==> src/rtl/ballot_tx.sv <==
// ballot_tx: serial ballot transmitter.
// Frame = start bit (0), DATA_W data bits LSB first, optional even-parity bit, stop bit (1).
// Every bit lasts CLK_DIV clock cycles.
// Optional feature: define BALLOT_TX_PARITY_EN to compile in the parity state and bit.
module ballot_tx #(
   parameter int DATA_W  = 8,
   parameter int CLK_DIV = 4
) (
   input  logic              clk,
   input  logic              rst,
   input  logic [DATA_W-1:0] vote_data,
   input  logic              vote_valid,
   output logic              vote_ready,
   output logic              tx_line,
   output logic              busy,
   output logic [7:0]        sent_count
);

   localparam int                IDX_W    = (DATA_W > 1) ? $clog2(DATA_W) : 1;
   localparam logic [7:0]        DIV_LAST = 8'(CLK_DIV - 1);
   localparam logic [IDX_W-1:0]  IDX_LAST = IDX_W'(DATA_W - 1);

   typedef enum logic [2:0] {
      S_IDLE   = 3'd0,
      S_START  = 3'd1,
      S_DATA   = 3'd2,
      S_PARITY = 3'd3,
      S_STOP   = 3'd4
   } state_t;

`ifdef BALLOT_TX_PARITY_EN
   // Even parity over the whole ballot word.
   function automatic logic even_parity(input logic [DATA_W-1:0] d);
      logic p;
      p = 1'b0;
      for (int i = 0; i < DATA_W; i++) begin
         p = p ^ d[i];
      end
      return p;
   endfunction
`endif

   state_t             r_state;
   state_t             w_state_nxt;
   logic [7:0]         r_div;
   logic [7:0]         w_div_nxt;
   logic [IDX_W-1:0]   r_idx;
   logic [IDX_W-1:0]   w_idx_nxt;
   logic [DATA_W-1:0]  r_shift;
   logic [DATA_W-1:0]  w_shift_nxt;
   logic               r_tx;
   logic               w_tx_nxt;
   logic [7:0]         r_count;
   logic [7:0]         w_count_nxt;
`ifdef BALLOT_TX_PARITY_EN
   logic               r_par;
   logic               w_par_nxt;
`endif
   logic               w_accept;
   logic               w_bit_end;

   assign vote_ready = (r_state == S_IDLE) && !rst;
   assign busy       = (r_state != S_IDLE);
   assign tx_line    = r_tx;
   assign sent_count = r_count;
   assign w_accept   = vote_valid && vote_ready;
   assign w_bit_end  = (r_div == DIV_LAST);

   // State and datapath registers; reset aborts any frame and forces the line idle-high.
   always_ff @(posedge clk) begin
      if (rst) begin
         r_state <= S_IDLE;
         r_div   <= 8'd0;
         r_idx   <= '0;
         r_shift <= '0;
         r_tx    <= 1'b1;
         r_count <= 8'd0;
`ifdef BALLOT_TX_PARITY_EN
         r_par   <= 1'b0;
`endif
      end else begin
         r_state <= w_state_nxt;
         r_div   <= w_div_nxt;
         r_idx   <= w_idx_nxt;
         r_shift <= w_shift_nxt;
         r_tx    <= w_tx_nxt;
         r_count <= w_count_nxt;
`ifdef BALLOT_TX_PARITY_EN
         r_par   <= w_par_nxt;
`endif
      end
   end

   // Next-state: advance one frame field at each bit boundary.
   always_comb begin
      w_state_nxt = r_state;
      case (r_state)
         S_IDLE: begin
            if (w_accept) w_state_nxt = S_START;
            else          w_state_nxt = S_IDLE;
         end
         S_START: begin
            if (w_bit_end) w_state_nxt = S_DATA;
            else           w_state_nxt = S_START;
         end
         S_DATA: begin
            if (w_bit_end && (r_idx == IDX_LAST)) begin
`ifdef BALLOT_TX_PARITY_EN
               w_state_nxt = S_PARITY;
`else
               w_state_nxt = S_STOP;
`endif
            end else begin
               w_state_nxt = S_DATA;
            end
         end
`ifdef BALLOT_TX_PARITY_EN
         S_PARITY: begin
            if (w_bit_end) w_state_nxt = S_STOP;
            else           w_state_nxt = S_PARITY;
         end
`endif
         S_STOP: begin
            if (w_bit_end) w_state_nxt = S_IDLE;
            else           w_state_nxt = S_STOP;
         end
         default: w_state_nxt = S_IDLE;
      endcase
   end

   // Output/datapath next values: the line level is prepared one cycle ahead so tx_line is a flop.
   always_comb begin
      w_div_nxt   = r_div;
      w_idx_nxt   = r_idx;
      w_shift_nxt = r_shift;
      w_tx_nxt    = r_tx;
      w_count_nxt = r_count;
`ifdef BALLOT_TX_PARITY_EN
      w_par_nxt   = r_par;
`endif
      if (r_state == S_IDLE) begin
         w_div_nxt = 8'd0;
      end else if (w_bit_end) begin
         w_div_nxt = 8'd0;
      end else begin
         w_div_nxt = r_div + 8'd1;
      end
      case (r_state)
         S_IDLE: begin
            w_idx_nxt = '0;
            if (w_accept) begin
               w_shift_nxt = vote_data;
               w_tx_nxt    = 1'b0;
`ifdef BALLOT_TX_PARITY_EN
               w_par_nxt   = even_parity(vote_data);
`endif
            end else begin
               w_tx_nxt = 1'b1;
            end
         end
         S_START: begin
            if (w_bit_end) begin
               w_tx_nxt    = r_shift[0];
               w_shift_nxt = r_shift >> 1'b1;
            end else begin
               w_tx_nxt = 1'b0;
            end
         end
         S_DATA: begin
            if (w_bit_end && (r_idx == IDX_LAST)) begin
               w_idx_nxt = '0;
`ifdef BALLOT_TX_PARITY_EN
               w_tx_nxt  = r_par;
`else
               w_tx_nxt  = 1'b1;
`endif
            end else if (w_bit_end) begin
               w_idx_nxt   = r_idx + IDX_W'(1);
               w_tx_nxt    = r_shift[0];
               w_shift_nxt = r_shift >> 1'b1;
            end else begin
               w_tx_nxt = r_tx;
            end
         end
`ifdef BALLOT_TX_PARITY_EN
         S_PARITY: begin
            if (w_bit_end) w_tx_nxt = 1'b1;
            else           w_tx_nxt = r_tx;
         end
`endif
         S_STOP: begin
            w_tx_nxt = 1'b1;
            if (w_bit_end) w_count_nxt = r_count + 8'd1;
            else           w_count_nxt = r_count;
         end
         default: begin
            w_tx_nxt = 1'b1;
         end
      endcase
   end

endmodule

==> config.mk <==
export PLATFORM = sky130hd
export DESIGN_NAME = ballot_tx
export DESIGN_NICKNAME = d
export VERILOG_FILES = /design/src/rtl/ballot_tx.sv
export SDC_FILE = /design/constraint.sdc
export NUM_CORES = 1
export LEC_CHECK = 0
export ABC_AREA = 0
export BUFFER_PORTS_ARGS = -buffer_cell sky130_fd_sc_hd__buf_4
export CAP_MARGIN = 40
export CELL_PAD_IN_SITES_DETAIL_PLACEMENT = 1
export CELL_PAD_IN_SITES_GLOBAL_PLACEMENT = 2
export CORE_MARGIN = 2
export CORE_UTILIZATION = 32
export DETAILED_ROUTE_END_ITERATION = 10
export HOLD_SLACK_MARGIN = 0.1
export PLACE_DENSITY_LB_ADDON = 0.1
export SLEW_MARGIN = 10
export SYNTH_ARGS = -nofsm -noshare
export SYNTH_HDL_FRONTEND = slang
export SYNTH_SLANG_ARGS = --single-unit
==> constraint.sdc <==
create_clock -name clk -period 1.5 [get_ports clk]
set_input_delay 0.075 -clock clk [delete_from_list [all_inputs] [get_ports clk]]
set_output_delay 0.075 -clock clk [all_outputs]
set_load 0.05 [all_outputs]
==> impl_metrics.json, run 1 <==
{
  "synthArstFlopShare": 0,
  "drv_cap": 0,
  "power_density_nw_per_um2": 825.9,
  "multiInputGateArea_um2": 989.7,
  "tightest_slew_ps": 471.7,
  "yosysTopAreaCell": "dfxtp_1",
  "violations": "setup timing",
  "finalCritPeriodShare": 1.059,
  "routed_wl_um": 4307,
  "cts_tree": "yes",
  "nNetsFinal": 244,
  "yosys.area.top_type_share": 0.3783,
  "slew_viol_final": 0,
  "grt_usage": 0.1661,
  "relSlewSlack": 0.6852,
  "cts-buffers-inserted": 5,
  "crit_fanout": 4,
  "io_buffer_count": 21,
  "initial_core_util": 0.3274,
  "synth_area_um2": 1640,
  "reg2reg_from": "r_div[0]$_SDFF_PP0_",
  "synth_cell_types": 44,
  "fin_ws_ps": -88.92,
  "status": "finished with violations",
  "io-pin-count": 22,
  "grt_remaining_overflow": 0,
  "clkTransAtPathRegs_ps": 70,
  "end_kind": "flip-flop",
  "dpl_worst_slack_ps": -91.85,
  "antenna_found_initial": 0,
  "layout-drive-gt1-share": 0.4217,
  "grt_max_degree": 17,
  "fin_tns_setup_ps": -842.2,
  "rows": 26,
  "min_from": "vote_data[3]",
  "path_class": "reg -> reg",
  "p_leak_nw": 0.9285,
  "min_period_ps": 1589,
  "coreArea_um2": 5010,
  "yosys-top-cells-area": "dfxtp_1, mux2i_1, or3_1, xor2_1, nand3_1",
  "cts.sinks": 31,
  "syn_avg_cell_area_um2": 9.373,
  "cts_buffer_depth": 2,
  "ys.flop_type": "dfxtp_1",
  "ant_nets": 0,
  "hold_violations": 0,
  "drt_drc_violations_left": 0,
  "routed_via_density": 4.970,
  "yosysWarnings": 0,
  "vias": 1491,
  "ys_ff_latch": 31,
  "critPathLaunch": "r_div[0]$_SDFF_PP0_",
  "num_antenna_cells": 0,
  "rrSetupSlack_ps": -90,
  "total_power_mw": 1.935,
  "ys_seq_area_frac": 0.3783,
  "synth_edf_count": 0,
  "synth_fp_nets": 190,
  "cts_htree_levels": 2,
  "peakVddDrop_mv": 0.6327,
  "areaGrowthSynthToFinish_pct": 42.79,
  "hold_ws_ps": 113.3,
  "crit_arrival_ps": 1800,
  "die_w_um": 75.60,
  "first_global_vias": 1473,
  "wire_per_inst_um": 14.36,
  "synthCells": 175,
  "nFillCells": 600,
  "worst_hold_path_type": "in -> reg",
  "rsz0062_at_grt": "yes",
  "grt_pass1_wl_um": 7044,
  "place_hpwl_um": 3069,
  "timing.fmax_ghz": 0.6294,
  "clockRootBuffer": "clkbuf_8",
  "clkLatencyLatePin_ps": 280,
  "finClkSkew_ps": 8.411,
  "dr.first_iter.drc_count": 31,
  "start_kind": "flip-flop",
  "place.gp.congestion": 0.9012,
  "regArea_um2": 638.1,
  "cp.required_ps": 1710,
  "die_h_um": 75.60,
  "die_area_um2": 5715,
  "setup_viol": 13,
  "firstDrtPassIters": 4
}
-- through the flow --
stage                     cell area [um2]    util  cells
after CTS                            2253  0.4498    297
after global placement               2068  0.4128    284
after detailed placement             2068  0.4128    284
after floorplan                      1692       -    175
final                                2342  0.4675    300
after global routing                 2342  0.4675    300
-- path summary, 6_finish.rpt --
kind | to | cells after the start
worst min-delay path | r_shift[3]$_SDFFE_PP0P_ | 3
worst min register to register | r_shift[2]$_SDFFE_PP0P_ | 2
worst max register to register | sent_count[4]$_SDFFE_PP0P_ | 6
worst max-delay path | sent_count[4]$_SDFFE_PP0P_ | 6
-- logic make-up after synthesis --
family                     count (synthesis)  synth area share
xor gates and xnor gates                  10           0.05798
AOI/OAI and AO/OA                         33            0.1404
and+or+nand+nor                           74            0.2784
muxes                                      7           0.04272
adders and majority gates                  4           0.03051
buffers and inverters                     16           0.07170
DFF                                       31            0.3783
-- layout make-up --
| type | count | area share |
|---|---|---|
| Inverter | 5 | 0.008013 |
| Timing Repair Buffer | 58 | 0.2094 |
| Clock buffer | 6 | 0.03526 |
| Sequential cell | 31 | 0.2724 |
| Multi-Input combinational cell | 128 | 0.4225 |
| Clock inverter | 2 | 0.01496 |
| Tap cell | 70 | 0.03739 |
-- metal layers --
| layer | track usage | wire (um) |
|---|---|---|
| met1 | 0.2029 | 1897 |
| met2 | 0.2812 | 2227 |
| met3 | 0.03968 | 121 |
| met4 | 0.06628 | 61 |
| met5 | 0 | 0 |
-- state kept, by name (all words and copies together) (netlist names) --
register    flops
tx_line         1
r_shift         8
r_state         3
sent_count      8
r_div           8
r_idx           3
-- report_power, final --
group          switching [mW]  total [mW]  internal, mW  leakage [nW]
Clock                   0.327       0.864         0.537        0.0612
Sequential             0.0175       0.858         0.841         0.257
Combinational           0.104       0.212         0.108         0.610
-- cell usage in the layout (no fill, tap or decap), drive strengths merged, types with 4 or more instances in the layout --
cell	netlist	final
a21oi	9	9
and3	4	4
buf	4	53
clkbuf	6	6
dfxtp	31	31
dlygate4sd3	0	5
ha	4	4
inv	5	5
mux2i	7	7
nand2	12	12
nand3	13	13
nand4	4	4
nor2	14	14
o211ai	7	7
o21ai	5	5
o31ai	4	4
or3	10	10
xor2	7	7
-- synth_stat cells (2+ instances only) --
| cell | instances |
|---|---|
| ha_1 | 4 |
| clkbuf_1 | 4 |
| mux2i_1 | 7 |
| or3_1 | 10 |
| xor2_1 | 7 |
| o211ai_1 | 7 |
| inv_1 | 5 |
| nor2_1 | 14 |
| nand4_1 | 4 |
| o31ai_1 | 4 |
| nor3_1 | 2 |
| xnor2_1 | 2 |
| or4_1 | 2 |
| nand3_1 | 12 |
| clkbuf_8 | 2 |
| nor3b_2 | 2 |
| a211oi_1 | 2 |
| buf_6 | 2 |
| o21ai_0 | 4 |
| a21oi_1 | 9 |
| and3_1 | 3 |
| nand2_1 | 12 |
| nand4b_1 | 3 |
| dfxtp_1 | 31 |
| o31a_1 | 2 |
-- timing repair --
action | in CTS | in global routing
hold endpoints to repair | 5 | 0
gates resized for setup | 5 | 19
hold buffers | 5 | 0
pin swaps | 3 | 10
endpoints found under the setup margin | 18 | 29
setup buffers | 0 | 4
-- critical path: stages, from the launching register on --
cell and delay [ps]:
dfxtp_2 360, ha_4 140, nor3b_4 210, buf_4 170, nand3_4 80, or4_1 410, a21oi_1 140
Power figures use the tool's default switching activity.
==> run 2, diff against run 1 <==
--- a/config.mk
+++ b/config.mk
@@ -14,7 +14,7 @@
 export CORE_UTILIZATION = 32
 export DETAILED_ROUTE_END_ITERATION = 10
 export HOLD_SLACK_MARGIN = 0.1
-export PLACE_DENSITY_LB_ADDON = 0.1
+export PLACE_DENSITY = 0.74
 export SLEW_MARGIN = 10
 export SYNTH_ARGS = -nofsm -noshare
 export SYNTH_HDL_FRONTEND = slang
==> impl_metrics.json, run 2 (synthesis results as in run 1) <==
{
  "status": "finished with violations",
  "violations": "setup timing",
  "min_period_ps": 1599,
  "crit_arrival_ps": 1820,
  "initial_core_util": 0.3274,
  "finalCritPeriodShare": 1.066,
  "dr.first_iter.drc_count": 64,
  "grt_max_degree": 19,
  "drt_drc_violations_left": 0,
  "cts-buffers-inserted": 5,
  "io-pin-count": 22,
  "cts.sinks": 31,
  "nNetsFinal": 241,
  "place.gp.congestion": 0.8240,
  "relSlewSlack": 0.7746,
  "critical_path.max_stage_delay_ps": 370,
  "crit_chain": "ha_4 -> nor3b_4 -> buf_6 -> nand4b_1 -> or3_1 -> a21oi_1",
  "layout-drive-gt1-share": 0.4381,
  "clkPwrFrac": 0.388,
  "total_power_mw": 1.731,
  "end_kind": "flip-flop",
  "drv_cap": 0,
  "power_density_nw_per_um2": 750.4,
  "slew_viol_final": 0,
  "clockRootBuffer": "clkbuf_8",
  "cts_htree_levels": 2,
  "p_comb_frac": 0.115,
  "p_int_mw": 1.296,
  "path_class": "reg -> reg",
  "areaGrowthSynthToFinish_pct": 40.66,
  "critical-path-top-delay-family": "simple AND/OR/NAND/NOR gates",
  "die_w_um": 75.60,
  "first_global_vias": 1569,
  "firstDrtPassIters": 4,
  "hold_violations": 0,
  "num_antenna_cells": 0,
  "p_sw_uw": 434.9,
  "coreArea_um2": 5010,
  "fin_ws_ps": -99.10,
  "io_buffer_count": 21,
  "final_util": 0.4605,
  "die_area_um2": 5715,
  "crit_fanout": 7,
  "vias": 1506,
  "die_h_um": 75.60,
  "peakVddDrop_mv": 0.4585,
  "routed_via_density": 5.088,
  "layout.cells.most_common": "buf_4",
  "cp.required_ps": 1720,
  "antenna_found_initial": 0,
  "cp_num_buf_inv": 1,
  "wire_per_inst_um": 15.55,
  "rsz0062_at_grt": "yes",
  "cts_tree": "yes",
  "nFillCells": 579,
  "start_kind": "flip-flop",
  "rows": 26,
  "routed_wl_um": 4602,
  "power_frac_seq": 0.496,
  "clkLatencyLatePin_ps": 280,
  "place_hpwl_um": 3317,
  "hold_ws_ps": 104.7,
  "tightest_slew_ps": 336.9,
  "grt_pass1_wl_um": 7790,
  "timing.fmax_ghz": 0.6254,
  "grt_usage": 0.1831,
  "final_cell_mix": "buf_4, dfxtp_1, nor2_1",
  "worst_hold_path_type": "in -> reg",
  "ant_nets": 0,
  "setup_viol": 15,
  "p_leak_nw": 0.9230,
  "clkTransAtPathRegs_ps": 70,
  "switching_share": 0.2512,
  "grt_remaining_overflow": 0,
  "critPathSlowestCell": "or3_1",
  "cts_buffer_depth": 2,
  "finClkSkew_ps": 4.452,
  "dpl_worst_slack_ps": -148.3
}
[run 2: power groups by stage]
| stage | clock, mW | combinational, mW | sequential [mW] |
|---|---|---|---|
| final | 0.672 | 0.200 | 0.860 |
| after global routing | 0.736 | 0.218 | 0.861 |
| after CTS | 0.696 | 0.198 | 0.859 |
| after detailed placement | 0 | 0.195 | 0.878 |
| after global placement | 0 | 0.189 | 0.875 |
| after floorplan | 0 | 0.123 | 0.878 |
[run 2: metal layers]
metal | part of all wire | track usage | up-vias
met5 | 0 | 0 | -
met4 | 0.013 | 0.06238 | 0
met3 | 0.019 | 0.03571 | 5
met2 | 0.51 | 0.3121 | 10
met1 | 0.45 | 0.2317 | 749
li1 | - | - | 742
[run 2: layout make-up]
| class | count | area, um2 | share of cell area |
|---|---|---|---|
| inverters | 5 | 18.77 | 0.008135 |
| multi-input cells | 128 | 1005 | 0.4355 |
| well taps | 70 | 87.58 | 0.03796 |
| repair buffers | 55 | 474.2 | 0.2055 |
| clock buffers | 6 | 82.58 | 0.03579 |
| flip-flops and latches | 31 | 634.4 | 0.2749 |
| clock inverters | 1 | 5.005 | 0.002169 |
[run 2: worst paths after layout]
| check | from | to | slack [ps] | cells after the start |
|---|---|---|---|---|
| setup / recovery | r_div[1]$_SDFF_PP0_ | sent_count[7]$_SDFFE_PP0P_ | -100 | 6 |
| hold / removal | vote_data[5] | r_shift[5]$_SDFFE_PP0P_ | 100 | 3 |
| setup reg to reg | r_div[1]$_SDFF_PP0_ | sent_count[7]$_SDFFE_PP0P_ | -100 | 6 |
| hold reg to reg | r_shift[5]$_SDFFE_PP0P_ | r_shift[5]$_SDFFE_PP0P_ | 470 | 2 |
[run 2: per-stage QoR]
step                cells  setup TNS [ps]  instance area (um2)
CTS                   296          -948.1                 2256
global route          296           -2356                 2307
detailed placement    282           -1314                 2066
finish                296          -708.7                 2307
global placement      282          -425.0                 2066
floorplan             175           -2284                 1692
[run 2: timing repair]
action,4_1_cts,5_1_grt
gates resized for setup,10,11
gates cloned,2,0
pin swaps,7,3
buffers inserted,5,1
hold buffers,0,0
setup endpoints to repair,18,29
[run 2: worst reg2reg max path: stages (launching register included)]
cell	delay [ps]
dfxtp_2	350
ha_4	130
nor3b_4	200
buf_6	160
nand4b_1	190
or3_1	370
a21oi_1	140
